File: config.mk
export PLATFORM = sky130hd
export DESIGN_NAME = sopc_run_ctrl_flat
export DESIGN_NICKNAME = d
export VERILOG_FILES = /design/src/rtl/sopc_run_ctrl_if.sv /design/src/rtl/sopc_run_ctrl.sv /design/src/flat_wrapper.sv
export SDC_FILE = /design/constraint.sdc
export NUM_CORES = 1
export LEC_CHECK = 0
export BUFFER_PORTS_ARGS = -buffer_cell sky130_fd_sc_hd__buf_2
export CORE_MARGIN = 5
export CORE_UTILIZATION = 56
export CTS_CLUSTER_SIZE = 14
export DETAILED_ROUTE_END_ITERATION = 10
export PLACE_DENSITY = 0.8
export REMOVE_ABC_BUFFERS = 1
export SYNTH_ARGS = -nofsm -noshare
export SYNTH_HDL_FRONTEND = slang
export SYNTH_SLANG_ARGS = --single-unit
File: constraint.sdc
create_clock -name clk -period 3.07 [get_ports clk]
set_clock_uncertainty 0.2 [all_clocks]
set_input_delay 0.1535 -clock clk [delete_from_list [all_inputs] [get_ports clk]]
set_output_delay 0.1535 -clock clk [all_outputs]
set_load 0.01 [all_outputs]
File: src/rtl/sopc_run_ctrl_if.sv
// ----------------------------------------------------------------------------
// sopc_run_ctrl_if
//   Control/status bundle between the run supervisor and whoever drives it
//   (a testbench or a host).
//
//   Parameters
//     NUM_DOMAINS  number of downstream reset domains
//     CNT_W        width of cycle_count
//
//   Signals
//     start        start request (to supervisor)
//     abort        return-to-idle request (to supervisor)
//     halt_req     halt request from the cores (to supervisor)
//     domain_rst   per-domain reset, active-high (from supervisor)
//     running      1 while in RUN (from supervisor)
//     done         sticky run-completed flag (from supervisor)
//     timeout      sticky cycle-budget-exhausted flag (from supervisor)
//     state        encoded FSM state (from supervisor)
//     cycle_count  RUN cycles elapsed (from supervisor)
//
//   Modports
//     master       the controlling side (drives the requests)
//     slave        the supervisor itself (drives the status)
// ----------------------------------------------------------------------------
interface sopc_run_ctrl_if #(
    parameter int NUM_DOMAINS = 2,
    parameter int CNT_W       = 32
);
    logic                   start;
    logic                   abort;
    logic                   halt_req;
    logic [NUM_DOMAINS-1:0] domain_rst;
    logic                   running;
    logic                   done;
    logic                   timeout;
    logic [2:0]             state;
    logic [CNT_W-1:0]       cycle_count;

    modport master (
        output start, abort, halt_req,
        input  domain_rst, running, done, timeout, state, cycle_count
    );

    modport slave (
        input  start, abort, halt_req,
        output domain_rst, running, done, timeout, state, cycle_count
    );
endinterface

File: src/rtl/sopc_run_ctrl.sv
// ----------------------------------------------------------------------------
// sopc_run_ctrl
//   Reset sequencer and run supervisor for the min-SOPC and its multi-core
//   variants. Holds all downstream reset domains asserted, releases them in
//   a staggered order after a start request, counts run cycles and ends the
//   run on a halt request (DONE) or when the cycle budget is used up
//   (TIMEOUT). When a run ends all domains go back into reset and the status
//   is frozen until the next start or an abort.
//
//   Ports
//     clk    system clock
//     rst_n  asynchronous, active-low reset
//     bus    control/status bundle (slave side), see sopc_run_ctrl_if
//
//   Every output is taken straight from a flop; no input reaches an output
//   without passing through a clock edge.
// ----------------------------------------------------------------------------
module sopc_run_ctrl #(
    parameter int NUM_DOMAINS     = 2,
    parameter int RST_HOLD_CYCLES = 10,
    parameter int STAGGER_CYCLES  = 4,
    parameter int MAX_RUN_CYCLES  = 100,
    parameter int CNT_W           = 32
) (
    input  logic          clk,
    input  logic          rst_n,
    sopc_run_ctrl_if.slave bus
);

    localparam int PH_W = $clog2(RST_HOLD_CYCLES + NUM_DOMAINS * STAGGER_CYCLES + 1);

    // Phase value seen in the cycle before the edge that releases the last
    // domain; that same edge also enters RUN.
    localparam int LAST_AT = RST_HOLD_CYCLES + (NUM_DOMAINS - 1) * STAGGER_CYCLES - 1;

    localparam logic [CNT_W-1:0] BUDGET_LAST = CNT_W'(MAX_RUN_CYCLES - 1);

    // Parameter sanity checks, reported during elaboration.
    if (NUM_DOMAINS < 1) begin : g_chk_domains
        $error("sopc_run_ctrl: NUM_DOMAINS must be >= 1");
    end
    if (RST_HOLD_CYCLES < 1) begin : g_chk_hold
        $error("sopc_run_ctrl: RST_HOLD_CYCLES must be >= 1");
    end
    if (STAGGER_CYCLES < 0) begin : g_chk_stagger
        $error("sopc_run_ctrl: STAGGER_CYCLES must be >= 0");
    end
    if ((MAX_RUN_CYCLES < 1) ||
        ((CNT_W < 63) && (longint'(MAX_RUN_CYCLES) > ((64'sd1 <<< CNT_W) - 64'sd1)))) begin : g_chk_budget
        $error("sopc_run_ctrl: MAX_RUN_CYCLES must be in 1 .. 2^CNT_W-1");
    end

    typedef enum logic [2:0] {
        ST_IDLE    = 3'd0,
        ST_HOLD    = 3'd1,
        ST_RELEASE = 3'd2,
        ST_RUN     = 3'd3,
        ST_DONE    = 3'd4,
        ST_TIMEOUT = 3'd5
    } state_t;

    state_t                 state_q,      state_d;
    logic [PH_W-1:0]        phase_q,      phase_d;
    logic [NUM_DOMAINS-1:0] domain_rst_q, domain_rst_d;
    logic                   running_q,    running_d;
    logic                   done_q,       done_d;
    logic                   timeout_q,    timeout_d;
    logic [CNT_W-1:0]       count_q,      count_d;

    // Zero-extended phase so it can be compared against integer release times.
    logic [31:0] phase_ext;
    assign phase_ext = 32'(phase_q);

    // State and status registers.
    always_ff @(posedge clk or negedge rst_n) begin
        if (!rst_n) begin
            state_q      <= ST_IDLE;
            phase_q      <= '0;
            domain_rst_q <= {NUM_DOMAINS{1'b1}};
            running_q    <= 1'b0;
            done_q       <= 1'b0;
            timeout_q    <= 1'b0;
            count_q      <= '0;
        end else begin
            state_q      <= state_d;
            phase_q      <= phase_d;
            domain_rst_q <= domain_rst_d;
            running_q    <= running_d;
            done_q       <= done_d;
            timeout_q    <= timeout_d;
            count_q      <= count_d;
        end
    end

    // Next-state and next-output logic. Abort overrides everything,
    // including a simultaneous start.
    always_comb begin
        state_d      = state_q;
        phase_d      = phase_q;
        domain_rst_d = domain_rst_q;
        running_d    = running_q;
        done_d       = done_q;
        timeout_d    = timeout_q;
        count_d      = count_q;

        if (bus.abort) begin
            state_d      = ST_IDLE;
            phase_d      = '0;
            domain_rst_d = {NUM_DOMAINS{1'b1}};
            running_d    = 1'b0;
            done_d       = 1'b0;
            timeout_d    = 1'b0;
            count_d      = '0;
        end else begin
            case (state_q)
                ST_IDLE: begin
                    domain_rst_d = {NUM_DOMAINS{1'b1}};
                    if (bus.start) begin
                        state_d = ST_HOLD;
                        phase_d = '0;
                    end
                end

                // HOLD and RELEASE share one phase counter that keeps running
                // from the start edge; domain i drops on the edge where the
                // phase reaches its release time. With zero stagger every
                // domain matches on the same edge and RELEASE is skipped.
                ST_HOLD, ST_RELEASE: begin
                    phase_d = phase_q + 1'b1;
                    for (int i = 0; i < NUM_DOMAINS; i++) begin
                        if (phase_ext == 32'(RST_HOLD_CYCLES + i * STAGGER_CYCLES - 1)) begin
                            domain_rst_d[i] = 1'b0;
                        end
                    end
                    if (phase_ext == 32'(LAST_AT)) begin
                        state_d   = ST_RUN;
                        running_d = 1'b1;
                        count_d   = '0;
                    end else if ((state_q == ST_HOLD) &&
                                 (phase_ext == 32'(RST_HOLD_CYCLES - 1))) begin
                        state_d = ST_RELEASE;
                    end
                end

                // The edge that leaves RUN still counts as a run cycle, so
                // the count always advances here. A halt in the last budget
                // cycle is reported as DONE rather than TIMEOUT.
                ST_RUN: begin
                    count_d = count_q + 1'b1;
                    if (bus.halt_req) begin
                        state_d      = ST_DONE;
                        done_d       = 1'b1;
                        running_d    = 1'b0;
                        domain_rst_d = {NUM_DOMAINS{1'b1}};
                    end else if (count_q == BUDGET_LAST) begin
                        state_d      = ST_TIMEOUT;
                        timeout_d    = 1'b1;
                        running_d    = 1'b0;
                        domain_rst_d = {NUM_DOMAINS{1'b1}};
                    end
                end

                ST_DONE, ST_TIMEOUT: begin
                    domain_rst_d = {NUM_DOMAINS{1'b1}};
                    if (bus.start) begin
                        state_d   = ST_HOLD;
                        phase_d   = '0;
                        done_d    = 1'b0;
                        timeout_d = 1'b0;
                        count_d   = '0;
                    end
                end

                default: begin
                    state_d      = ST_IDLE;
                    phase_d      = '0;
                    domain_rst_d = {NUM_DOMAINS{1'b1}};
                    running_d    = 1'b0;
                    done_d       = 1'b0;
                    timeout_d    = 1'b0;
                    count_d      = '0;
                end
            endcase
        end
    end

    assign bus.domain_rst  = domain_rst_q;
    assign bus.running     = running_q;
    assign bus.done        = done_q;
    assign bus.timeout     = timeout_q;
    assign bus.state       = state_q;
    assign bus.cycle_count = count_q;

endmodule
File: src/flat_wrapper.sv
// flat-port wrapper written by rule: the top's interface ports become plain ports
module sopc_run_ctrl_flat 
#(
    parameter int NUM_DOMAINS     = 2,
    parameter int RST_HOLD_CYCLES = 10,
    parameter int STAGGER_CYCLES  = 4,
    parameter int MAX_RUN_CYCLES  = 100,
    parameter int CNT_W           = 32
)
  (clk, rst_n, bus_start, bus_abort, bus_halt_req, bus_domain_rst, bus_running, bus_done, bus_timeout, bus_state, bus_cycle_count);
  sopc_run_ctrl_if #(.NUM_DOMAINS(NUM_DOMAINS), .CNT_W(CNT_W)) bus_i ();
  input  logic clk;
  input  logic rst_n;
  input wire logic [$bits(bus_i.start)-1:0] bus_start;
  input wire logic [$bits(bus_i.abort)-1:0] bus_abort;
  input wire logic [$bits(bus_i.halt_req)-1:0] bus_halt_req;
  output wire logic [$bits(bus_i.domain_rst)-1:0] bus_domain_rst;
  output wire logic [$bits(bus_i.running)-1:0] bus_running;
  output wire logic [$bits(bus_i.done)-1:0] bus_done;
  output wire logic [$bits(bus_i.timeout)-1:0] bus_timeout;
  output wire logic [$bits(bus_i.state)-1:0] bus_state;
  output wire logic [$bits(bus_i.cycle_count)-1:0] bus_cycle_count;
  assign bus_i.start = bus_start;
  assign bus_i.abort = bus_abort;
  assign bus_i.halt_req = bus_halt_req;
  assign bus_domain_rst = bus_i.domain_rst;
  assign bus_running = bus_i.running;
  assign bus_done = bus_i.done;
  assign bus_timeout = bus_i.timeout;
  assign bus_state = bus_i.state;
  assign bus_cycle_count = bus_i.cycle_count;
  sopc_run_ctrl #(.NUM_DOMAINS(NUM_DOMAINS), .RST_HOLD_CYCLES(RST_HOLD_CYCLES), .STAGGER_CYCLES(STAGGER_CYCLES), .MAX_RUN_CYCLES(MAX_RUN_CYCLES), .CNT_W(CNT_W)) u_core (.clk(clk), .rst_n(rst_n), .bus(bus_i));
endmodule
==> results.sh <==
export IMPL_status="completed"
export IMPL_power_frac_clock_pct=24.6
export IMPL_drv_slew=0
export IMPL_drt_pass1_iterations=4
export IMPL_async_reset_ff_share_pct=100.0
export IMPL_combPwrFrac_pct=28.6
export IMPL_cpMaxStageDelayCell="or4_1"
export IMPL_cts_resized=0
export IMPL_required_ns=3.10
export IMPL_worstMarginPinSlew_ns=1.007
export IMPL_worstSetupEndpointType="flip-flop"
export IMPL_crit_buf_inv=1
export IMPL_syn_instance_count=268
export IMPL_p_leak_nw=1.288
export IMPL_vias_per_cell=6.307
export IMPL_die_w_um=77.12
export IMPL_internal_power_mw=0.9346
export IMPL_rsz0062_at_grt="false"
export IMPL_r2r_start="u_core.bus.cycle_count[0]"
export IMPL_synth_edf_count=0
export IMPL_finalHoldViolCount=0
export IMPL_die_area_um2=5947
export IMPL_setup_tns_ns=0
export IMPL_pwr_share_seq_pct=46.9
export IMPL_clk_pin_slew_ns=0.08
export IMPL_post_dp_hpwl_um=4258
export IMPL_worst_r2r_cell_count=7
export IMPL_slowest_delay_ns=0.63
export IMPL_seq_area_frac_synth_pct=44.74
export IMPL_pin_count=45
export IMPL_drv_cap=0
export IMPL_grt_pass1_vias=2279
export IMPL_power_share_switching_pct=35.56
export IMPL_r2r_slack_ns=0.45
export IMPL_final_cells=368
export IMPL_yosys_area_top_type_share_pct=42.66
export IMPL_synth_commonest_cells="dfrtp_1 (43), nand2_1 (21), o21ai_0 (21)"
export IMPL_numCtsBuffers=5
export IMPL_path_class="reg -> reg"
export IMPL_grt_usage_pct=20.72
export IMPL_worst_ep_arrival_time_ns=2.64
export IMPL_hold_path_depth=3
export IMPL_cts_sinks=45
export IMPL_peakVddDrop_mv=0.4391
export IMPL_relSlewSlack_pct=32.87
export IMPL_path_delay_family="simple AND/OR/NAND/NOR gates"
export IMPL_vias=2321
export IMPL_worstPathCellList="ha_1, nand2_1, nor3_1, buf_4, nand3_1, or4_1, a21oi_1"
export IMPL_synthTopCellsByArea="dfrtp_1 (43%), o31ai_1 (4.5%), o21ai_0 (4.2%), a21oi_1 (3.8%), nand2_1 (3.1%)"
export IMPL_synth_most_common_cell="dfrtp_1"
export IMPL_wirelength_um=5981
export IMPL_grt_ovfl_total=0
export IMPL_avgSynthCellArea_um2=9.412
export IMPL_routedWlPerCell_um=16.25
export IMPL_placementRows=24
export IMPL_grt_max_degree=46
export IMPL_p_per_area_nw_per_um2=503.8
export IMPL_place_inst=358
export IMPL_post_cts_buffers=0
export IMPL_htree_levels=2
export IMPL_place_gp_congestion=0.8159
export IMPL_nets=323
export IMPL_drc=0
export IMPL_antenna_found_initial=0
export IMPL_p_switching_mw=0.5157
export IMPL_n_antenna_cell=0
export IMPL_setup_viol=0
export IMPL_synth_cell_types=52
export IMPL_hold_path_class="in -> reg"
export IMPL_min_period_ns=2.616
export IMPL_fill_cells=376
export IMPL_initial_core_util_pct=57.93
export IMPL_cts_tree="yes"
export IMPL_ys_seq_elements=45
export IMPL_drive_gt1_share_pct=23.10
export IMPL_hp_start="bus_abort"
export IMPL_area_growth_pct=14.14
export IMPL_fp_dieH_um=77.12
export IMPL_worstReg2RegEnd="u_core.bus.cycle_count[24]"
export IMPL_synth_ff_type="dfrtp_1"
export IMPL_worstPathMaxFanout=14
export IMPL_core_area_um2=4354
export IMPL_grt_pass1_wl_um=10380
export IMPL_clock_fmax_ghz=0.3823
export IMPL_holdBufCountCts=2
export IMPL_syn_area_um2=2522
export IMPL_worstSkewPairLatency_ns=0.30
export IMPL_port_buffers=44
export IMPL_startpoint_type="flip-flop"
export IMPL_whs_endpoint="u_core.bus.timeout"
export IMPL_drtIter0Drc=168
export IMPL_period_share_pct=85.20
export IMPL_yosys_area_top_type="dfrtp_1"
export IMPL_yosys_warnings=0
export IMPL_clock_path_buffers=2
export IMPL_ant_nets=0
export IMPL_cts_root_buf="clkbuf_8"
==> routing by layer <==
layer	up-vias	share of wire, %	track usage [%]
met4	0	1.2	6.186
met3	9	6.3	5.386
met5	-	0	0
li1	1109	-	-
met1	1135	44	26.41
met2	68	49	34.47
==> state kept, by name, summed over array words and instances (netlist names) <==
register	flops
u_core.bus.cycle_count	32
u_core.bus.domain_rst	2
u_core.bus.done	1
u_core.bus.running	1
u_core.bus.state	3
u_core.bus.timeout	1
u_core.phase_q	5
==> worst min-delay path, delay by kind of cell <==
| family | cells | cell delay [ns] |
|---|---|---|
| buffers and inverters | 1 | 0.17 |
| AO/OA/AOI/OAI | 2 | 0.17 |
==> power groups by stage <==
stage                     Combinational, mW  Sequential [mW]  Clock, mW
after floorplan                       0.260            0.688          0
after global placement                0.404            0.688          0
after detailed placement              0.412            0.690          0
after CTS                             0.415            0.678      0.366
after global routing                  0.459            0.687      0.396
final                                 0.414            0.680      0.356
==> metrics by stage <==
| step | total power, mW | instance area (µm²) | hold slack (ns) | worst slack (ns) | utilization [%] |
|---|---|---|---|---|---|
| after floorplan | 0.9482 | 2449 | -0.3421 | 0.6374 | - |
| after global placement | 1.092 | 2779 | 0.1752 | 0.5401 | 63.82 |
| after detailed placement | 1.102 | 2779 | 0.1822 | 0.4588 | 63.82 |
| after CTS | 1.459 | 2879 | 0.01076 | 0.4452 | 66.12 |
| after global routing | 1.541 | 2879 | 0.03547 | 0.1861 | 66.12 |
| final | 1.450 | 2879 | 0.02417 | 0.4543 | 66.12 |
==> placed cells by master (no fill, tap or decap), types with 3 or more instances in the layout <==
cell type | Yosys | routed
dfrtp_1 | 43 | 43
ha_1 | 3 | 3
inv_1 | 7 | 7
nand4_1 | 12 | 12
a21oi_1 | 19 | 19
nor2b_1 | 4 | 4
a21o_1 | 4 | 4
or2_2 | 3 | 3
buf_2 | 3 | 44
nor2_1 | 15 | 15
nand2_1 | 21 | 21
nor3_1 | 6 | 6
or3_1 | 5 | 5
clkbuf_1 | 6 | 3
a31oi_1 | 3 | 3
or4_1 | 10 | 10
xor2_1 | 6 | 6
nor4_1 | 6 | 6
o21ai_0 | 21 | 21
o31ai_1 | 15 | 15
nand3_1 | 10 | 10
buf_4 | 0 | 6
clkbuf_8 | 1 | 5
==> logic make-up (layout without fill, tap and decap cells) <==
group	Yosys count	count (layout)	synth area share [%]
DFF	45	45	44.74
xor gates and xnor gates	8	8	2.778
buffers and inverters	19	67	3.968
muxes	2	2	0.8928
adders and majority gates	3	3	1.488
and+or+nand+nor	118	118	28.13
AOI/OAI and AO/OA	73	73	18.01
==> worst max path at each step <==
stage | from | endpoint | slack (ns) | cells after the start
5_1_grt | u_core.bus.cycle_count[0] | u_core.bus.cycle_count[24] | 0.19 | 7
6_report | u_core.bus.cycle_count[0] | u_core.bus.cycle_count[24] | 0.45 | 7
2_1_floorplan | u_core.phase_q[0] | u_core.bus.state[0] | 0.64 | 6
4_1_cts | u_core.bus.cycle_count[0] | u_core.bus.cycle_count[24] | 0.45 | 7
3_5_place_dp | u_core.bus.cycle_count[0] | u_core.bus.cycle_count[24] | 0.46 | 7
3_3_place_gp | u_core.bus.cycle_count[0] | u_core.bus.cycle_count[26] | 0.54 | 7
==> cell type report <==
| type | count | area, µm² | share of cell area, % |
|---|---|---|---|
| Clock buffer | 8 | 80.08 | 2.781 |
| Inverter | 7 | 26.28 | 0.9126 |
| Timing Repair Buffer | 52 | 285.3 | 9.909 |
| Multi-Input combinational cell | 204 | 1294 | 44.94 |
| Tap cell | 52 | 65.06 | 2.260 |
| Sequential cell | 45 | 1129 | 39.20 |
No activity file was read; power rests on OpenSTA's default activity.
